**config.mk**
```make
export PLATFORM = sky130hd
export DESIGN_NAME = spi_reg_ctrl_flat
export DESIGN_NICKNAME = d
export VERILOG_FILES = /design/src/rtl/spi_reg_pkg.sv /design/src/rtl/spi_reg_ctrl_if.sv /design/src/rtl/spi_sync2.sv /design/src/rtl/spi_reg_ctrl.sv /design/src/flat_wrapper.sv
export SDC_FILE = /design/constraint.sdc
export NUM_CORES = 1
export LEC_CHECK = 0
export ABC_CLOCK_PERIOD_IN_PS = 2300
export BUFFER_PORTS_ARGS = -buffer_cell sky130_fd_sc_hd__buf_2
export CAP_MARGIN = 30
export CELL_PAD_IN_SITES_DETAIL_PLACEMENT = 1
export CELL_PAD_IN_SITES_GLOBAL_PLACEMENT = 1
export CORE_UTILIZATION = 41
export DETAILED_ROUTE_END_ITERATION = 7
export HOLD_SLACK_MARGIN = 0.03
export PLACE_DENSITY = 0.89
export SLEW_MARGIN = 20
export SYNTH_ARGS = -nofsm -noshare
export SYNTH_HDL_FRONTEND = slang
export SYNTH_SLANG_ARGS = --single-unit
```
**constraint.sdc**
```tcl
create_clock -name clk -period 2.3 [get_ports clk]
set_input_delay 0.23 -clock clk [delete_from_list [all_inputs] [get_ports clk]]
set_output_delay 0.23 -clock clk [all_outputs]
set_load 0.01 [all_outputs]
```
**src/rtl/spi_reg_pkg.sv**
```systemverilog
// rtl/spi_reg_pkg.sv - shared types and constants for the SPI register controller
// Contents: FSM state encoding, command read bit, status/timeout byte values,
//           and the address-advance helper used by the sequencer.
package spi_reg_pkg;

  typedef enum logic [2:0] {
    ST_IDLE    = 3'd0,
    ST_CMD     = 3'd1,
    ST_WR_DATA = 3'd2,
    ST_WR_ACC  = 3'd3,
    ST_RD_ACC  = 3'd4,
    ST_RD_DATA = 3'd5
  } state_e;

  localparam int         CMD_RD_BIT      = 7;
  localparam logic [7:0] STATUS_ID_DEF   = 8'hA5;
  localparam logic [7:0] RD_TIMEOUT_DATA = 8'hEE;

  // 7-bit address space wraps naturally (0x7F -> 0x00).
  function automatic logic [6:0] next_addr(input logic [6:0] addr, input bit inc);
    return inc ? (addr + 7'd1) : addr;
  endfunction

endpackage

```
**src/rtl/spi_reg_ctrl_if.sv**
```systemverilog
// rtl/spi_reg_ctrl_if.sv - SPI byte side and register bus side of the controller
// Signals: ssel_n/rx_byte/rx_valid/tx_byte (SPI slave), reg_addr/reg_wdata/
//          reg_we/reg_re/reg_rdata/reg_ack (register bank), busy/ovr_err/
//          to_err/clr_err (status). slave = controller view, master = environment.
interface spi_reg_ctrl_if;
  logic       ssel_n;
  logic [7:0] rx_byte;
  logic       rx_valid;
  logic [7:0] tx_byte;
  logic [6:0] reg_addr;
  logic [7:0] reg_wdata;
  logic       reg_we;
  logic       reg_re;
  logic [7:0] reg_rdata;
  logic       reg_ack;
  logic       busy;
  logic       ovr_err;
  logic       to_err;
  logic       clr_err;

  modport slave (
    input  ssel_n, rx_byte, rx_valid, reg_rdata, reg_ack, clr_err,
    output tx_byte, reg_addr, reg_wdata, reg_we, reg_re, busy, ovr_err, to_err
  );

  modport master (
    output ssel_n, rx_byte, rx_valid, reg_rdata, reg_ack, clr_err,
    input  tx_byte, reg_addr, reg_wdata, reg_we, reg_re, busy, ovr_err, to_err
  );
endinterface

```
**src/rtl/spi_sync2.sv**
```systemverilog
// rtl/spi_sync2.sv - two-flop synchroniser that resets to 1 (chip select inactive)
// Ports: clk, reset (async, active-high), d_i (async input), q_o (synchronised output).
module spi_sync2 (
  input  logic clk,
  input  logic reset,
  input  logic d_i,
  output logic q_o
);
  logic meta_q;
  logic sync_q;

  always_ff @(posedge clk or posedge reset) begin
    if (reset) begin
      meta_q <= 1'b1;
      sync_q <= 1'b1;
    end else begin
      meta_q <= d_i;
      sync_q <= meta_q;
    end
  end

  assign q_o = sync_q;
endmodule

```
**src/rtl/spi_reg_ctrl.sv**
```systemverilog
// rtl/spi_reg_ctrl.sv - sequences SPI slave bytes into register bank reads/writes
// Ports: clk, reset (async, active-high), bus (spi_reg_ctrl_if.slave): SPI byte
//        stream in/out, register request/ack handshake, busy and sticky errors.
// Frame: byte0 = {rd, addr[6:0]}, then write data or dummy bytes for reads.
module spi_reg_ctrl
  import spi_reg_pkg::*;
#(
  parameter bit         AUTO_INC    = 1'b1,
  parameter int         ACK_TIMEOUT = 16,
  parameter logic [7:0] STATUS_ID   = STATUS_ID_DEF
) (
  input  logic         clk,
  input  logic         reset,
  spi_reg_ctrl_if.slave bus
);
  localparam logic [7:0] TMO_LAST = 8'(ACK_TIMEOUT - 1);

  state_e     state_q;
  logic       ssel_n_s;
  logic       ssel_act;
  logic       ssel_act_q;
  logic [7:0] tmo_cnt_q;
  logic [7:0] tx_byte_q;
  logic [6:0] reg_addr_q;
  logic [7:0] reg_wdata_q;
  logic       reg_we_q;
  logic       reg_re_q;
  logic       ovr_err_q;
  logic       to_err_q;
  logic       tmo_hit;
  logic       ovr_set;
  logic       to_set;
  logic       ovr_err_d;
  logic       to_err_d;

  spi_sync2 u_ssel_sync (
    .clk   (clk),
    .reset (reset),
    .d_i   (bus.ssel_n),
    .q_o   (ssel_n_s)
  );

  assign ssel_act = ~ssel_n_s;

  always_comb begin
    // Counter started at 0 with the request, so this edge is the ACK_TIMEOUT-th.
    tmo_hit   = (tmo_cnt_q == TMO_LAST);
    ovr_set   = bus.rx_valid && (state_q == ST_WR_ACC || state_q == ST_RD_ACC);
    // A read aborted by chip-select release is not a timeout.
    to_set    = tmo_hit && !bus.reg_ack &&
                (state_q == ST_WR_ACC || (state_q == ST_RD_ACC && ssel_act));
    // Set wins over a coincident clear.
    ovr_err_d = ovr_set | (ovr_err_q & ~bus.clr_err);
    to_err_d  = to_set  | (to_err_q  & ~bus.clr_err);
  end

  always_ff @(posedge clk or posedge reset) begin
    if (reset) begin
      state_q     <= ST_IDLE;
      ssel_act_q  <= 1'b0;
      tmo_cnt_q   <= '0;
      tx_byte_q   <= STATUS_ID;
      reg_addr_q  <= '0;
      reg_wdata_q <= '0;
      reg_we_q    <= 1'b0;
      reg_re_q    <= 1'b0;
      ovr_err_q   <= 1'b0;
      to_err_q    <= 1'b0;
    end else begin
      ssel_act_q <= ssel_act;
      ovr_err_q  <= ovr_err_d;
      to_err_q   <= to_err_d;
      case (state_q)
        ST_IDLE: begin
          tx_byte_q <= STATUS_ID;
          if (ssel_act && !ssel_act_q) state_q <= ST_CMD;
        end
        ST_CMD: begin
          if (!ssel_act) begin
            state_q <= ST_IDLE;
          end else if (bus.rx_valid) begin
            reg_addr_q <= bus.rx_byte[6:0];
            tmo_cnt_q  <= '0;
            if (bus.rx_byte[CMD_RD_BIT]) begin
              reg_re_q <= 1'b1;
              state_q  <= ST_RD_ACC;
            end else begin
              state_q <= ST_WR_DATA;
            end
          end
        end
        ST_WR_DATA: begin
          if (!ssel_act) begin
            tx_byte_q <= STATUS_ID;
            state_q   <= ST_IDLE;
          end else if (bus.rx_valid) begin
            reg_wdata_q <= bus.rx_byte;
            reg_we_q    <= 1'b1;
            tmo_cnt_q   <= '0;
            state_q     <= ST_WR_ACC;
          end
        end
        ST_WR_ACC: begin
          // A started write always finishes (ack or timeout), even after frame end.
          if (bus.reg_ack || tmo_hit) begin
            reg_we_q <= 1'b0;
            if (bus.reg_ack) reg_addr_q <= next_addr(reg_addr_q, AUTO_INC);
            if (ssel_act) begin
              state_q <= ST_WR_DATA;
            end else begin
              tx_byte_q <= STATUS_ID;
              state_q   <= ST_IDLE;
            end
          end else begin
            tmo_cnt_q <= tmo_cnt_q + 8'd1;
          end
        end
        ST_RD_ACC: begin
          if (!ssel_act) begin
            reg_re_q  <= 1'b0;
            tx_byte_q <= STATUS_ID;
            state_q   <= ST_IDLE;
          end else if (bus.reg_ack) begin
            tx_byte_q <= bus.reg_rdata;
            reg_re_q  <= 1'b0;
            state_q   <= ST_RD_DATA;
          end else if (tmo_hit) begin
            tx_byte_q <= RD_TIMEOUT_DATA;
            reg_re_q  <= 1'b0;
            state_q   <= ST_RD_DATA;
          end else begin
            tmo_cnt_q <= tmo_cnt_q + 8'd1;
          end
        end
        ST_RD_DATA: begin
          if (!ssel_act) begin
            tx_byte_q <= STATUS_ID;
            state_q   <= ST_IDLE;
          end else if (bus.rx_valid) begin
            // Byte just clocked out; prefetch the next address for the following byte.
            reg_addr_q <= next_addr(reg_addr_q, AUTO_INC);
            reg_re_q   <= 1'b1;
            tmo_cnt_q  <= '0;
            state_q    <= ST_RD_ACC;
          end
        end
        default: begin
          reg_we_q <= 1'b0;
          reg_re_q <= 1'b0;
          state_q  <= ST_IDLE;
        end
      endcase
    end
  end

  assign bus.tx_byte   = tx_byte_q;
  assign bus.reg_addr  = reg_addr_q;
  assign bus.reg_wdata = reg_wdata_q;
  assign bus.reg_we    = reg_we_q;
  assign bus.reg_re    = reg_re_q;
  assign bus.busy      = (state_q != ST_IDLE);
  assign bus.ovr_err   = ovr_err_q;
  assign bus.to_err    = to_err_q;
endmodule
```
**src/flat_wrapper.sv**
```systemverilog
// flat-port wrapper written by rule: the top's interface ports become plain ports
module spi_reg_ctrl_flat import spi_reg_pkg::*;
#(
  parameter bit         AUTO_INC    = 1'b1,
  parameter int         ACK_TIMEOUT = 16,
  parameter logic [7:0] STATUS_ID   = STATUS_ID_DEF
)
  (clk, reset, bus_ssel_n, bus_rx_byte, bus_rx_valid, bus_reg_rdata, bus_reg_ack, bus_clr_err, bus_tx_byte, bus_reg_addr, bus_reg_wdata, bus_reg_we, bus_reg_re, bus_busy, bus_ovr_err, bus_to_err);
  spi_reg_ctrl_if bus_i ();
  input  logic clk;
  input  logic reset;
  input wire logic [$bits(bus_i.ssel_n)-1:0] bus_ssel_n;
  input wire logic [$bits(bus_i.rx_byte)-1:0] bus_rx_byte;
  input wire logic [$bits(bus_i.rx_valid)-1:0] bus_rx_valid;
  input wire logic [$bits(bus_i.reg_rdata)-1:0] bus_reg_rdata;
  input wire logic [$bits(bus_i.reg_ack)-1:0] bus_reg_ack;
  input wire logic [$bits(bus_i.clr_err)-1:0] bus_clr_err;
  output wire logic [$bits(bus_i.tx_byte)-1:0] bus_tx_byte;
  output wire logic [$bits(bus_i.reg_addr)-1:0] bus_reg_addr;
  output wire logic [$bits(bus_i.reg_wdata)-1:0] bus_reg_wdata;
  output wire logic [$bits(bus_i.reg_we)-1:0] bus_reg_we;
  output wire logic [$bits(bus_i.reg_re)-1:0] bus_reg_re;
  output wire logic [$bits(bus_i.busy)-1:0] bus_busy;
  output wire logic [$bits(bus_i.ovr_err)-1:0] bus_ovr_err;
  output wire logic [$bits(bus_i.to_err)-1:0] bus_to_err;
  assign bus_i.ssel_n = bus_ssel_n;
  assign bus_i.rx_byte = bus_rx_byte;
  assign bus_i.rx_valid = bus_rx_valid;
  assign bus_i.reg_rdata = bus_reg_rdata;
  assign bus_i.reg_ack = bus_reg_ack;
  assign bus_i.clr_err = bus_clr_err;
  assign bus_tx_byte = bus_i.tx_byte;
  assign bus_reg_addr = bus_i.reg_addr;
  assign bus_reg_wdata = bus_i.reg_wdata;
  assign bus_reg_we = bus_i.reg_we;
  assign bus_reg_re = bus_i.reg_re;
  assign bus_busy = bus_i.busy;
  assign bus_ovr_err = bus_i.ovr_err;
  assign bus_to_err = bus_i.to_err;
  spi_reg_ctrl #(.AUTO_INC(AUTO_INC), .ACK_TIMEOUT(ACK_TIMEOUT), .STATUS_ID(STATUS_ID)) u_core (.clk(clk), .reset(reset), .bus(bus_i));
endmodule
```
==> run summary <==
CTS clk-pin slew, worst paths = 0.08 ns
final setup fails = 0
status = finished, final reports clean
Top Metal Used = met4
synthesized flop and latch total = 41
Port Buffers = 49
clock root buffer master = clkbuf_8
switching power total = 981 µW
EDFF count, synth = 0
crit path kind = reg2reg
Cells after Synth = 212
reg2reg start = u_core.tmo_cnt_q[0]
Data arrival, critical path = 2.20 ns
Syn Std Cell Area = 2130 µm²
GRT overflow = 0
commonest non-fill, non-tap cells in the layout = buf_2 (49), dfrtp_1 (35), nand2_1 (24)
Detailed Routing Iterations Pass 1 = 4
Clock Path Buffers = 2
unrepaired setup endpoints after global routing = no
PnR worst setup slack = 0.263 ns
DR vias = 1824
sequential share of power = 42.9%
Final HPWL DP = 4060 µm
Area growth syn-to-layout = 19.1%
Clock H-tree levels = 2
worst skew pair latency = 0.29 ns
Final Hold Vio Count = 0
first-pass GRT wire length = 9070 µm
power density cells = 1010 nW/µm²
RD Place Congestion = 0.793
Yosys cell types = 51
Leak = 1.19 nW
pre-CTS setup slack = 0.258 ns
CTS tree = yes
CTS-repair resized insts = 0
Starting Density = 43.9%
Worst Hold Class = in2async
WL/cell = 15.7 µm
worst reg2reg setup slack = 0.26 ns
crit-path max FO = 6
synth warn = 0
vias per cell = 5.46
combinational power share = 37.9%
P_int = 1.57 mW
wire length on met3 = 207 µm
# DRC = 0
ratio of cells with drive above 1 in the final layout = 32.6%
diodes inserted = 0
row cnt = 25
setup tns final = 0 ns
Final #Nets = 290
CP startpoint kind = flop
R2R depth = 6
Worst EP required = 2.47 ns
DRT iter0 DRCs = 90
drt total wl = 5250 µm
initial antenna violation count = 0
Main synth FF type = dfrtp_1
met1 wire length = 2310 µm
Avg Synthesized Cell Area = 10.1 µm²
fill count = 580
number of global-route vias before repair = 1922
final worst-path cycle share = 88.6%
clock share of power = 19.2%
Worst Setup End Kind = flop
most common cell after layout, fill and taps aside = buf_2
Peak supply drop = 0.000464 V
# IOs = 50
largest net degree at the start of global routing = 42
Die Ht = 74.1 µm
final slew viol count = 0
post-placement cell area = 2440 µm²
sw frac = 38.5%
Async S/R FF share, synth = 100%
reg2reg end = u_core.tmo_cnt_q[4]
relative slew slack = 66.2%
Max Cap Viol = 0
CTS Sinks = 41
Mapped Nets = 236
register area share after synthesis = 48.5%
total track usage = 22.0%
CTS Buf Count = 5
Met2 Wirelength = 2650 µm
final core occ = 52.3%
post-route clock skew = 0.00318 ns
Die Area = 5490 µm²
core area = 4850 µm²
design area = 2540 µm²
Routed Antenna Nets = 0
Worst-Margin Slew = 0.507 ns
Die Width = 74.1 µm
fin crit period = 2.04 ns
Peak Freq = 0.491 GHz
routing by layer:
metal | track usage [%] | vias to the layer above
met5 | 0 | -
met4 | 7.26 | 0
met3 | 5.83 | 10
met2 | 37.1 | 38
met1 | 27.4 | 899
li1 | - | 877
cell type report:
type | count | area (µm²) | share of cell area (%)
Inverter | 10 | 37.5 | 1.48
Clock buffer | 8 | 90.1 | 3.55
Tap cell | 67 | 83.8 | 3.30
Timing Repair Buffer | 53 | 278 | 10.9
Multi-Input combinational cell | 155 | 1010 | 40.0
Sequential cell | 41 | 1030 | 40.7
state kept, by name (all words and copies together) (netlist names):
register,flops
u_core.u_ssel_sync.meta_q,1
u_core.bus.reg_addr,7
u_core.state_q,3
u_core.bus.to_err,1
u_core.bus.reg_re,1
u_core.ssel_act_q,1
u_core.bus.tx_byte,8
u_core.bus.ovr_err,1
u_core.tmo_cnt_q,8
u_core.u_ssel_sync.q_o,1
u_core.bus.reg_we,1
u_core.bus.reg_wdata,8
power groups by stage:
stage	Sequential, mW	Combinational (mW)	Clock [mW]
2_1_floorplan	1.13	0.596	0
3_3_place_gp	1.09	0.931	0
3_5_place_dp	1.11	0.979	0
4_1_cts	1.09	0.985	0.507
5_1_grt	1.13	1.08	0.535
6_report	1.09	0.968	0.489
cell families (layout without fill, tap and decap cells):
group | after synthesis | after routing | synth area share [%]
buffers and inverters | 16 | 71 | 3.88
and+or+nand+nor | 78 | 78 | 20.1
DFF | 41 | 41 | 48.5
adders and majority gates | 2 | 2 | 1.17
muxes | 9 | 9 | 4.70
AOI/OAI and AO/OA | 66 | 66 | 21.7
through the flow:
stage          power, mW  hold WS (ns)  std cells
3_3_place_gp        2.02         0.337        325
6_report            2.55        0.0475        334
3_5_place_dp        2.09         0.339        325
4_1_cts             2.59        0.0635        334
2_1_floorplan       1.73         0.234        212
5_1_grt             2.74         0.104        334
cell usage after synthesis, types with 2 or more instances:
cell / number / area, µm²
dfrtp_1: 35 / 876
nand2_1: 24 / 90.1
o21ai_0: 21 / 105
nor2_1: 15 / 56.3
a21oi_1: 11 / 55.1
a31oi_1: 11 / 68.8
inv_1: 10 / 37.5
mux2_2: 8 / 90.1
nand3_1: 7 / 35.0
dfstp_2: 6 / 158
and3_1: 4 / 25.0
nand2b_1: 4 / 25.0
nor3_1: 4 / 20.0
o22a_1: 4 / 35.0
buf_2: 3 / 15.0
nor2b_1: 3 / 18.8
a2bb2oi_1: 2 / 17.5
a32o_1: 2 / 20.0
buf_6: 2 / 22.5
ha_1: 2 / 25.0
nor3b_1: 2 / 15.0
o21ai_2: 2 / 17.5
o22a_2: 2 / 20.0
worst max path at each step:
stage | start | slack (ns) | cells after the start | to
global route | u_core.tmo_cnt_q[0] | 0.11 | 6 | u_core.tmo_cnt_q[5]
global placement | u_core.tmo_cnt_q[0] | 0.40 | 6 | u_core.tmo_cnt_q[2]
floorplan | u_core.tmo_cnt_q[0] | 0.59 | 6 | u_core.tmo_cnt_q[2]
CTS | u_core.tmo_cnt_q[0] | 0.23 | 6 | u_core.tmo_cnt_q[4]
finish | u_core.tmo_cnt_q[0] | 0.26 | 6 | u_core.tmo_cnt_q[4]
detailed placement | u_core.tmo_cnt_q[0] | 0.26 | 6 | u_core.tmo_cnt_q[5]
repair_timing:
item / in CTS / in global routing
hold buffers: 1 / 0
hold endpoints to repair: 1 / 0
setup buffers: 0 / 0
critical path, cell delays in order, from the launching register on:
cell and delay [ns]:
dfrtp_1 0.42, ha_1 0.26, and4b_1 0.21, a21oi_1 0.35, a22oi_1 0.23, nor2_2 0.31, a31oi_1 0.14
Power figures use the tool's default switching activity.
